[config.mk]
export PLATFORM = sky130hd
export DESIGN_NAME = axi_slv_rd_ctrl
export DESIGN_NICKNAME = d
export VERILOG_FILES = /design/src/rtl/axi_slv_rd_ctrl_pkg.sv /design/src/rtl/axi_slv_rd_ctrl_addr_gen.sv /design/src/rtl/axi_slv_rd_ctrl.sv
export SDC_FILE = /design/constraint.sdc
export NUM_CORES = 1
export LEC_CHECK = 0
export ABC_AREA = 1
export BUFFER_PORTS_ARGS = -buffer_cell sky130_fd_sc_hd__buf_2
export CORE_MARGIN = 4
export CORE_UTILIZATION = 34
export DETAILED_ROUTE_END_ITERATION = 6
export HOLD_SLACK_MARGIN = 0.1
export SLEW_MARGIN = 20
export SYNTH_ARGS = -nofsm -noshare
export SYNTH_HDL_FRONTEND = slang
export SYNTH_SLANG_ARGS = --single-unit
[constraint.sdc]
create_clock -name clk -period 3 [get_ports clk]
set_input_delay 0.15 -clock clk [delete_from_list [all_inputs] [get_ports clk]]
set_output_delay 0.15 -clock clk [all_outputs]
set_load 0.005 [all_outputs]
[src/rtl/axi_slv_rd_ctrl_pkg.sv]
// Shared AXI definitions for the read-slave controller: bus widths,
// burst/response encodings and the controller's FSM states.
`ifndef AXI_ID_WIDTH
`define AXI_ID_WIDTH 4
`endif
`ifndef AXI_ADDR_WIDTH
`define AXI_ADDR_WIDTH 32
`endif
`ifndef AXI_LEN_WIDTH
`define AXI_LEN_WIDTH 8
`endif
`ifndef AXI_SIZE_WIDTH
`define AXI_SIZE_WIDTH 3
`endif
`ifndef AXI_BURST_WIDTH
`define AXI_BURST_WIDTH 2
`endif
`ifndef AXI_DATA_WIDTH
`define AXI_DATA_WIDTH 32
`endif
`ifndef AXI_RESP_WIDTH
`define AXI_RESP_WIDTH 2
`endif
`ifndef AXI_LOCK_WIDTH
`define AXI_LOCK_WIDTH 1
`endif
`ifndef AXI_CACHE_WIDTH
`define AXI_CACHE_WIDTH 4
`endif
`ifndef AXI_PROT_WIDTH
`define AXI_PROT_WIDTH 3
`endif
`ifndef AXI_QOS_WIDTH
`define AXI_QOS_WIDTH 4
`endif
`ifndef AXI_REGION_WIDTH
`define AXI_REGION_WIDTH 4
`endif

package axi_slv_rd_ctrl_pkg;
  localparam int ID_W     = `AXI_ID_WIDTH;
  localparam int ADDR_W   = `AXI_ADDR_WIDTH;
  localparam int LEN_W    = `AXI_LEN_WIDTH;
  localparam int SIZE_W   = `AXI_SIZE_WIDTH;
  localparam int BURST_W  = `AXI_BURST_WIDTH;
  localparam int DATA_W   = `AXI_DATA_WIDTH;
  localparam int RESP_W   = `AXI_RESP_WIDTH;
  localparam int LOCK_W   = `AXI_LOCK_WIDTH;
  localparam int CACHE_W  = `AXI_CACHE_WIDTH;
  localparam int PROT_W   = `AXI_PROT_WIDTH;
  localparam int QOS_W    = `AXI_QOS_WIDTH;
  localparam int REGION_W = `AXI_REGION_WIDTH;

  // Largest legal arsize: a beat may not be wider than the data bus.
  localparam int MAX_SIZE = $clog2(DATA_W / 8);

  typedef enum logic [BURST_W-1:0] {
    BURST_FIXED = 2'd0,
    BURST_INCR  = 2'd1,
    BURST_WRAP  = 2'd2,
    BURST_RSVD  = 2'd3
  } burst_e;

  localparam logic [RESP_W-1:0] RESP_OKAY   = 2'b00;
  localparam logic [RESP_W-1:0] RESP_SLVERR = 2'b10;

  typedef enum logic [1:0] {
    ST_IDLE,
    ST_MEM,
    ST_RESP
  } state_e;
endpackage

[src/rtl/axi_slv_rd_ctrl_addr_gen.sv]
// Combinational AXI next-beat address generator for FIXED, INCR and WRAP
// bursts; the reserved encoding leaves the address unchanged.
module axi_burst_addr_gen
  import axi_slv_rd_ctrl_pkg::*;
(
  input  logic [ADDR_W-1:0]  addr,
  input  logic [SIZE_W-1:0]  size,
  input  logic [LEN_W-1:0]   len,
  input  logic [BURST_W-1:0] burst,
  output logic [ADDR_W-1:0]  next_addr
);
  logic [ADDR_W-1:0] step;
  logic [ADDR_W-1:0] incr;
  logic [ADDR_W-1:0] mask;

  // WRAP keeps the bits above the wrap window and wraps the offset inside it.
  always_comb begin
    step      = ADDR_W'(1) << size;
    incr      = addr + step;
    mask      = ((ADDR_W'(len) + ADDR_W'(1)) << size) - ADDR_W'(1);
    next_addr = addr;
    case (burst_e'(burst))
      BURST_INCR: next_addr = incr;
      BURST_WRAP: next_addr = (addr & ~mask) | (incr & mask);
      default:    next_addr = addr;
    endcase
  end
endmodule

[src/rtl/axi_slv_rd_ctrl.sv]
// AXI read slave: accepts one burst at a time, reads each beat from a
// one-cycle-latency memory and returns it on R, flagging bad beats with SLVERR.
module axi_slv_rd_ctrl
  import axi_slv_rd_ctrl_pkg::*;
#(
  parameter logic [ADDR_W-1:0] ADDR_LIMIT = 'h1000
) (
  input  logic                clk,
  input  logic                rst,
  input  logic                axi_slv_arvalid,
  output logic                axi_slv_arready,
  input  logic [ID_W-1:0]     axi_slv_arid,
  input  logic [ADDR_W-1:0]   axi_slv_araddr,
  input  logic [LEN_W-1:0]    axi_slv_arlen,
  input  logic [SIZE_W-1:0]   axi_slv_arsize,
  input  logic [BURST_W-1:0]  axi_slv_arburst,
  input  logic [LOCK_W-1:0]   axi_slv_arlock,
  input  logic [CACHE_W-1:0]  axi_slv_arcache,
  input  logic [PROT_W-1:0]   axi_slv_arprot,
  input  logic [QOS_W-1:0]    axi_slv_arqos,
  input  logic [REGION_W-1:0] axi_slv_arregion,
  output logic                axi_slv_rvalid,
  input  logic                axi_slv_rready,
  output logic [ID_W-1:0]     axi_slv_rid,
  output logic [DATA_W-1:0]   axi_slv_rdata,
  output logic [RESP_W-1:0]   axi_slv_rresp,
  output logic                axi_slv_rlast,
  output logic                mem_rd_en,
  output logic [ADDR_W-1:0]   mem_rd_addr,
  input  logic [DATA_W-1:0]   mem_rd_data
);
  state_e             state, next_state;
  logic [ID_W-1:0]    id_q;
  logic [ADDR_W-1:0]  addr_q, next_addr;
  logic [LEN_W-1:0]   len_q;
  logic [SIZE_W-1:0]  size_q;
  logic [BURST_W-1:0] burst_q;
  logic [LEN_W:0]     beat_cnt;
  logic [DATA_W-1:0]  rdata_q;
  logic               resp_first;
  logic               beat_err;
  logic               last_beat;

  wire unused_sideband = &{1'b0, axi_slv_arlock, axi_slv_arcache, axi_slv_arprot,
                           axi_slv_arqos, axi_slv_arregion};

  assign beat_err  = (addr_q >= ADDR_LIMIT) || (burst_q == BURST_RSVD) ||
                     (size_q > SIZE_W'(MAX_SIZE));
  assign last_beat = (beat_cnt == {1'b0, len_q});
  assign mem_rd_addr = addr_q;
  assign axi_slv_rid = id_q;

  axi_burst_addr_gen u_addr_gen (
    .addr      (addr_q),
    .size      (size_q),
    .len       (len_q),
    .burst     (burst_q),
    .next_addr (next_addr)
  );

  always_ff @(posedge clk) begin
    if (rst) state <= ST_IDLE;
    else     state <= next_state;
  end

  // Memory data is only present in the first RESP cycle, so it is passed
  // straight through then and replayed from rdata_q while R is stalled.
  always_comb begin
    next_state      = state;
    axi_slv_arready = (state == ST_IDLE);
    axi_slv_rvalid  = (state == ST_RESP);
    mem_rd_en       = (state == ST_MEM) && !beat_err;
    axi_slv_rlast   = axi_slv_rvalid && last_beat;
    axi_slv_rresp   = (axi_slv_rvalid && beat_err) ? RESP_SLVERR : RESP_OKAY;
    axi_slv_rdata   = rdata_q;
    if (resp_first) axi_slv_rdata = beat_err ? '0 : mem_rd_data;
    case (state)
      ST_IDLE: if (axi_slv_arvalid) next_state = ST_MEM;
      ST_MEM:  next_state = ST_RESP;
      ST_RESP: if (axi_slv_rready) next_state = last_beat ? ST_IDLE : ST_MEM;
      default: next_state = ST_IDLE;
    endcase
  end

  always_ff @(posedge clk) begin
    if (rst) begin
      id_q       <= '0;
      addr_q     <= '0;
      len_q      <= '0;
      size_q     <= '0;
      burst_q    <= '0;
      beat_cnt   <= '0;
      rdata_q    <= '0;
      resp_first <= 1'b0;
    end else begin
      resp_first <= (state == ST_MEM);
      if (resp_first) rdata_q <= axi_slv_rdata;
      if (state == ST_IDLE && axi_slv_arvalid) begin
        id_q     <= axi_slv_arid;
        addr_q   <= axi_slv_araddr;
        len_q    <= axi_slv_arlen;
        size_q   <= axi_slv_arsize;
        burst_q  <= axi_slv_arburst;
        beat_cnt <= '0;
      end else if (state == ST_RESP && axi_slv_rready && !last_beat) begin
        addr_q   <= next_addr;
        beat_cnt <= beat_cnt + 1'b1;
      end
    end
  end
endmodule
-- Word level (Yosys, flattened, before mapping)
Cells that the tools add are included.
- equal/unequal tests: 8
- add/sub/neg operators: 4
- mux-type cells: 10
- bitwise logic cells: 4
- shift-type cells: 2
- reductions and logical operators: 16
- magnitude comparators: 2
- operators with widths (cell ; number):
    2-to-1 mux 32 bit ; 4
    AND 32 bit ; 2
    one-hot mux 32 bit (2 select lines) ; 1
    adder 32 bit ; 1
    greater-or-equal comparator 32 x 13 -> 1 bit, second input constant ; 1
    NOT 32 bit ; 1
    OR 32 bit ; 1
    << shifter 1 x 3 -> 32 bit, first input constant ; 1
    << shifter 32 x 3 -> 32 bit ; 1
    subtractor 32 x 1 -> 32 bit, second input constant ; 1
    adder 8 x 1 -> 9 bit, second input constant ; 1
    adder 9 x 1 -> 9 bit, second input constant ; 1
    equality test 9 x 8 -> 1 bit ; 1
    equality test 2 bit, second input constant ; 3
    logical AND 1 bit ; 6
    2-to-1 mux 2 bit ; 3
    one-hot mux 2 bit (3 select lines) ; 1
    equality test 2 x 1 -> 1 bit, second input constant ; 2
    AND reduction 2 bit ; 2
    greater-than comparator 3 x 2 -> 1 bit, second input constant ; 1
    nonzero test 3 bit ; 1
    zero test 1 bit ; 2
    zero test 2 bit ; 1
    logical OR 1 bit ; 2
    other kinds (5) ; 5
- register bits: 93
- output and inout bits: 74
- logic and storage cells: 55
- input bits: 101

-- Depth between registers and ports, before layout
Gate-level depths: netlist of run 1.
- word-level depth: 9
- depth in mapped cells: 21
- gate-level depth less buffers: 20

-- Modules after synthesis
Synthesis of run 1 repeated with hierarchy kept, for this count alone.
- cell total of the unflattened synthesis: 1317
- area, all modules: 7902.6 um^2
- by module, submodules not included (module ; area an instance (um^2) ; cells an instance ; instances ; seq. area each (um^2)):
    axi_slv_rd_ctrl ; 4549.4 ; 692 ; 1 ; 1861.8
    axi_burst_addr_gen ; 3353.2 ; 625 ; 1 ; 0.0

-- Worst setup path before layout of run 1
No wires, ideal clock.
- path kind: register to register
- start point: register size_q[0]
- end point: register (tool-made name)
- required time: 2869 ps
- clock period less this slack: 2912 ps
- data arrival time: 2781 ps
- buffers on the path: 2
- library setup time: 131 ps
- stages on the path, launching flop included: 21
- slack: 88 ps
- path through: dfxtp_1 > buf_6 > buf_2 > nor3_1 > ha_1 > inv_1 > fa_1 > nand3b_1 > nand2_1 > nand2_1 > nand2_1 > a21oi_1 > o21ai_2 > nand2_1 > nor2_1 > nand2_1 > xor2_1 > nand2_1 > nand2_1 > nand2_1 > a21oi_2
- RTL lines (what ; line ; source):
    from (decl) ; axi_slv_rd_ctrl.sv:36 ; logic [SIZE_W-1:0] size_q;
    from (signal assigned) ; axi_slv_rd_ctrl.sv:102 ; size_q <= axi_slv_arsize;

==> summary.md, run 1 <==
| Metric | Value |
|---|---|
| Final Cycle Share | `0.931` |
| Critical-path maximum fanout | `6` |
| First DRT Iteration DRCs | `428` |
| Avg Cell Area, Syn | `6.26 µm²` |
| Final cell count without fillers | `1558` |
| Leakage power | `4.19 nW` |
| Post-synth EDFFs | `0` |
| Multi-input logic area | `around 4300 µm²` |
| Tightest Pin Transition | `0.975 ns` |
| Register area | `approximately 1900 µm²` |
| Filler cell count | `2045` |
| Setup violators final | `0` |
| DRT Pass-1 Iters | `5` |
| Status | `finished, final reports clean` |
| Total of max-cap violations | `0` |
| Synth Register Bits | `93` |
| First-pass GRT wire length | `36200 µm` |
| Worst slew margin | `0.349` |
| Maximum clock frequency | `0.358 GHz` |
| Starting Density | `0.345` |
| Synth area leaders | `dfxtp_1, nand2_1, nand3_1` |
| Power density cells | `434 nW/µm²` |
| RSZ-0062 raised after global routing | `true` |
| Syn_nets | `1187` |
| Area Overhead vs Synth | `31.5%` |
| VDD IR max | `0.289 mV` |
| Initial antenna violation count | `1` |
| Mapped Cells | `1073` |
| Chip height | `149 µm` |
| Die X | `~150 µm` |
| Reg2Reg Depth | `18` |
| WL/cell | `between 10 and 15 µm` |
| Net count, final | `1401` |
| Commonest non-fill, non-tap cell in the layout | `nand2_1` |
| Vias per Instance | `4.93` |
| Layout cells sized above 1 | `0.238` |
| CP Launch Type | `flop` |
| Rows | `51` |
| Primary FF master, synth | `dfxtp_1` |
| Type of the most critical hold path | `in -> reg` |
| Fin Clk Skew | `0.00696 ns` |
| Num CTS Buffers | `9` |
| Area of placed instances | `between 7000 and 8000 µm²` |
| Number of routed nets with antenna violations | `0` |
| CP Class | `reg -> reg` |
| Final Max Slew Viols | `0` |
| CTS Buffer Depth | `2` |
| Buffers on Ports | `157` |
| H-tree levels | `3` |
| Routed WL | `roughly 22000 µm` |
| Clock Latency Late Sink | `between 0.3 and 0.4 ns` |
| Io pins | `175` |
| RR Startpoint | `size_q[2]` |
| Worst Path Required | `3.31 ns` |
| Commonest non-fill, non-tap cells in the layout | `nand2_1, buf_2, nand3_1` |
| CTS tree | `built` |
| CP endpoint kind | `flop` |
| Core region area | `19500 µm²` |
| Mapped Area | `around 6700 µm²` |
| Cells after DPL | `~1500` |
| Seq/Total Area, Yosys | `0.277` |
| Yosys warnings | `0` |
| Finished Core Util | `0.454` |
| Grt total ovfl | `0` |
| Reg-to-reg setup timing slack | `0.21 ns` |
| Crit path from | `size_q[2]` |
| Final Hold Viols | `0` |
| Vias in the first global route | `7254` |
| Post-synth top area share | `0.277` |
| HPWL Detailed | `16600 µm` |
| Clock Tree Root | `clkbuf_16` |
| Minimum clock period | `2.79 ns` |
| Tot GR Track Use | `0.201` |
| Total clock sinks | `93` |
| Post-synth ARST share | `0` |
| Post-layout instance area | `8830 µm²` |
| Clk pin slew, worst setup/hold paths | `approximately 0.07 ns` |
| Arrival @ worst endpoint | `3.10 ns` |
| Routed via count | `7680` |
| Synth area leader | `dfxtp_1` |
| Routability-driven placement congestion ratio | `0.956` |
| Die area | `22100 µm²` |
| Distinct cells, synth | `49` |
| Sum Neg Setup Slack | `0 ns` |
| Largest net degree at the start of global routing | `62` |
| Residual DRC count | `0` |
==> synthesized netlist by cell type (all sizes together), types with 5 or more instances <==
library cell,count
nand2,323
nand3,142
nor2,102
inv,101
dfxtp,93
a21oi,90
o21ai,61
nor3,27
nand4,26
buf,24
clkbuf,21
xor2,17
ha,12
nor4,5
==> how the worst min path moves through the flow <==
stage,start,endpoint,cells past startpoint
CTS,axi_slv_araddr[15],flop,5
global placement,axi_slv_arid[1],axi_slv_rid[1],3
finish,axi_slv_araddr[15],flop,5
detailed placement,axi_slv_arlen[1],len_q[1],3
global route,axi_slv_araddr[11],flop,5
floorplan,axi_slv_araddr[4],flop,2
==> where the power goes <==
| group | total (mW) | internal, mW | switching, mW |
|---|---|---|---|
| Sequential | 1.39 | 1.31 | 0.0829 |
| Clock | 1.24 | 0.669 | 0.573 |
| Combinational | 1.20 | 0.455 | 0.749 |
==> layout make-up <==
class                   count  area share
flip-flops and latches     93       0.211
multi-input cells         831       0.487
repair buffers            248       0.183
diodes                      1    0.000283
inverters                 104      0.0446
clock inverters             7      0.0105
clock buffers               9      0.0255
well taps                 265      0.0375
==> critical path, stage by stage (launching register included) <==
cell and delay [ns]:
dfxtp_1 0.34, nor3_4 0.19, ha_1 0.16, inv_1 0.07
fa_1 0.40, nand3b_1 0.18, nand2_1 0.08, nand2_1 0.08
nand2_2 0.10, a21oi_2 0.08, o21ai_2 0.16, buf_4 0.17
nand2_1 0.10, nor3_2 0.20, xor2_1 0.17, nand3_1 0.10
nand3_1 0.08, nand2_1 0.05, inv_1 0.05
==> per-stage QoR <==
step / hold slack (ns) / power (mW) / setup WS (ns)
CTS: 0.106 / 3.86 / 0.0388
detailed placement: 0.408 / 2.55 / 0.0648
global route: 0.135 / 4.07 / -0.0433
floorplan: 0.313 / 2.19 / 0.0883
global placement: 0.401 / 2.54 / 0.140
finish: 0.113 / 3.84 / 0.208
==> timing repair <==
action	in CTS	in global routing
gates resized for setup	0	17
hold endpoints to repair	58	0
hold buffers	58	0
setup buffers	0	1
setup endpoints to repair	0	17
==> metal layers <==
layer / routed length, µm / track usage / up-vias
met4: 405 / 0.0527 / 0
li1: - / - / 3967
met3: 1660 / 0.0500 / 31
met1: 10200 / 0.271 / 3463
met5: 0 / 0 / -
met2: 10000 / 0.322 / 219
==> kinds of logic (layout without fill, tap and decap cells) <==
group                    Yosys count  in the layout  share of synthesized area
AO/OA/AOI/OAI                    168            168                      0.134
XOR/XNOR                          19             19                     0.0248
adder cells (fa/ha/maj)           13             13                     0.0253
buffers and inverters            149            368                     0.0894
flip-flops                        93             93                      0.277
other                              1              2                   0.000558
AND/OR/NAND/NOR                  630            630                      0.448
No activity file was read; power rests on OpenSTA's default activity.
==> run 2: changes to the inputs <==
--- a/config.mk
+++ b/config.mk
@@ -11,6 +11,7 @@
 export CORE_UTILIZATION = 34
 export DETAILED_ROUTE_END_ITERATION = 6
 export HOLD_SLACK_MARGIN = 0.1
+export MAX_ROUTING_LAYER = met4
 export SLEW_MARGIN = 20
 export SYNTH_ARGS = -nofsm -noshare
 export SYNTH_HDL_FRONTEND = slang
==> summary.md, run 2 (synthesized netlist as in run 1, its figures left out) <==
| Metric | Value |
|---|---|
| Grt total ovfl | `0 (unchanged)` |
| Core region area | `19500 µm² (unchanged)` |
| Vias per Instance | `4.99 (was 4.93)` |
| RSZ-0062 raised after global routing | `false (was true)` |
| Final Hold Viols | `0 (unchanged)` |
| Filler cell count | `2066 (was 2045)` |
| Total of max-cap violations | `0 (unchanged)` |
| CTS tree | `built (unchanged)` |
| First DRT Iteration DRCs | `536 (was 428)` |
| Area Overhead vs Synth | `30.4% (was 31.5%)` |
| Total clock sinks | `93 (unchanged)` |
| Tot GR Track Use | `0.211 (was 0.201)` |
| Reg2Reg Depth | `18 (unchanged)` |
| Final Cycle Share | `0.915 (was 0.931)` |
| Worst Path Required | `3.30 ns (was 3.31 ns)` |
| Die X | `149 µm (unchanged)` |
| Minimum clock period | `2.74 ns (was 2.79 ns)` |
| Largest net degree at the start of global routing | `62 (unchanged)` |
| CTS Buffer Depth | `2 (unchanged)` |
| Leakage power | `4.17 nW (was 4.19 nW)` |
| Die area | `22100 µm² (unchanged)` |
| Net count, final | `1396 (was 1401)` |
| Starting Density | `0.345 (unchanged)` |
| Multi-input logic area | `4300 µm² (about the same)` |
| DRT Pass-1 Iters | `5 (unchanged)` |
| CP Launch Type | `flop (unchanged)` |
| Routability-driven placement congestion ratio | `0.937 (was 0.956)` |
| Final Max Slew Viols | `0 (unchanged)` |
| Num CTS Buffers | `9 (unchanged)` |
| Worst slew margin | `0.348 (was 0.349)` |
| Rows | `51 (unchanged)` |
| CP Class | `reg -> reg (unchanged)` |
| Buffers on Ports | `157 (unchanged)` |
| H-tree levels | `3 (unchanged)` |
| Type of the most critical hold path | `in -> reg (unchanged)` |
| Layout cells sized above 1 | `0.238 (about the same)` |
| Io pins | `175 (unchanged)` |
| Commonest non-fill, non-tap cells in the layout | `nand2_1, buf_2, nand3_1 (unchanged)` |
| Residual DRC count | `0 (unchanged)` |
| Vias in the first global route | `7275 (was 7254)` |
| Initial antenna violation count | `0 (was 1)` |
| Clock Latency Late Sink | `0.36 ns (about the same)` |
| Post-CTS setup buffers | `0 (unchanged)` |
| Setup violators final | `0 (unchanged)` |
| Routed WL | `22800 µm (was 22300 µm)` |
| Tightest Pin Transition | `0.978 ns (was 0.975 ns)` |
| Hold path cells | `5 (unchanged)` |
| Maximum clock frequency | `0.364 GHz (was 0.358 GHz)` |
| Antenna diodes | `0 (was 1)` |
| Critical-path maximum fanout | `16 (was 6)` |
| Fin Clk Skew | `0.0136 ns (was 0.00696 ns)` |
| WL/cell | `14.7 µm (was 14.3 µm)` |
| Clock Tree Root | `clkbuf_16 (unchanged)` |
| Chip height | `149 µm (unchanged)` |
| First-pass GRT wire length | `36700 µm (was 36200 µm)` |
| Clk pin slew, worst setup/hold paths | `0.08 ns (was 0.07 ns)` |
| Sum Neg Setup Slack | `0 ns (unchanged)` |
| Power Total | `3.78 mW (was 3.84 mW)` |
| Power density cells | `432 nW/µm² (was 434 nW/µm²)` |
| CP endpoint kind | `flop (unchanged)` |
| HPWL Detailed | `16800 µm (was 16600 µm)` |
| Status | `finished, final reports clean (unchanged)` |
| Arrival @ worst endpoint | `3.04 ns (was 3.10 ns)` |
| Routed via count | `7737 (was 7680)` |
| Commonest non-fill, non-tap cell in the layout | `nand2_1 (unchanged)` |
| Register area | `1860 µm² (unchanged)` |
| Number of routed nets with antenna violations | `0 (unchanged)` |
| VDD IR max | `0.273 mV (was 0.289 mV)` |
run 2: cell type report:
type                       instances  share of cell area
timing repair buffer             243               0.179
inverter                         104              0.0450
multi-input combinational        831               0.491
sequential                        93               0.213
clock inverter                     7             0.00857
clock buffer                       9              0.0257
tap                              265              0.0379
run 2: worst max-delay path: stages, from the launching register on:
cell,delay [ns]
dfxtp_1,0.33
buf_6,0.16
nor2_1,0.18
inv_1,0.08
fa_1,0.42
nand3b_1,0.17
nand2_1,0.08
nand2_1,0.07
nand2_1,0.13
a21oi_2,0.09
o21ai_2,0.14
buf_4,0.17
nand2_1,0.09
nor3_2,0.16
xor2_1,0.15
nand3_1,0.08
nand3_1,0.09
nand2_1,0.05
inv_1,0.05
run 2: power breakdown:
part,internal [mW],switching (mW),total [mW]
Clock,0.593,0.599,1.19
Combinational,0.448,0.750,1.20
Sequential,1.31,0.0853,1.39
run 2: final timing paths:
check,startpoint,endpoint,slack [ns]
min reg2reg,rdata_q[2],rdata_q[2],0.48
max,size_q[2],flop,0.26
max reg2reg,size_q[2],flop,0.26
min,axi_slv_araddr[24],flop,0.11
run 2: metal layers:
layer,wire [µm],vias up,global-route usage
met5,0,-,-
met4,292,0,0.0434
met3,1530,24,0.0375
met2,10400,245,0.331
met1,10500,3513,0.286
li1,-,3955,-
run 2: through the flow:
stage	hold WS [ns]	setup slack [ns]	cells	utilization	area [µm²]
after floorplan	0.313	0.0883	1073	-	6720
after global placement	0.401	0.103	1483	0.405	7880
after detailed placement	0.405	0.0776	1483	0.405	7880
after CTS	0.100	0.0508	1552	0.447	8710
after global routing	0.127	0.00678	1552	0.450	8760
final	0.105	0.255	1552	0.450	8760
run 2: what timing repair did:
item / CTS / global route
hold buffers: 53 / 0
resized for setup: 0 / 14
setup endpoints to repair: 0 / 17
hold endpoints to repair: 53 / 0
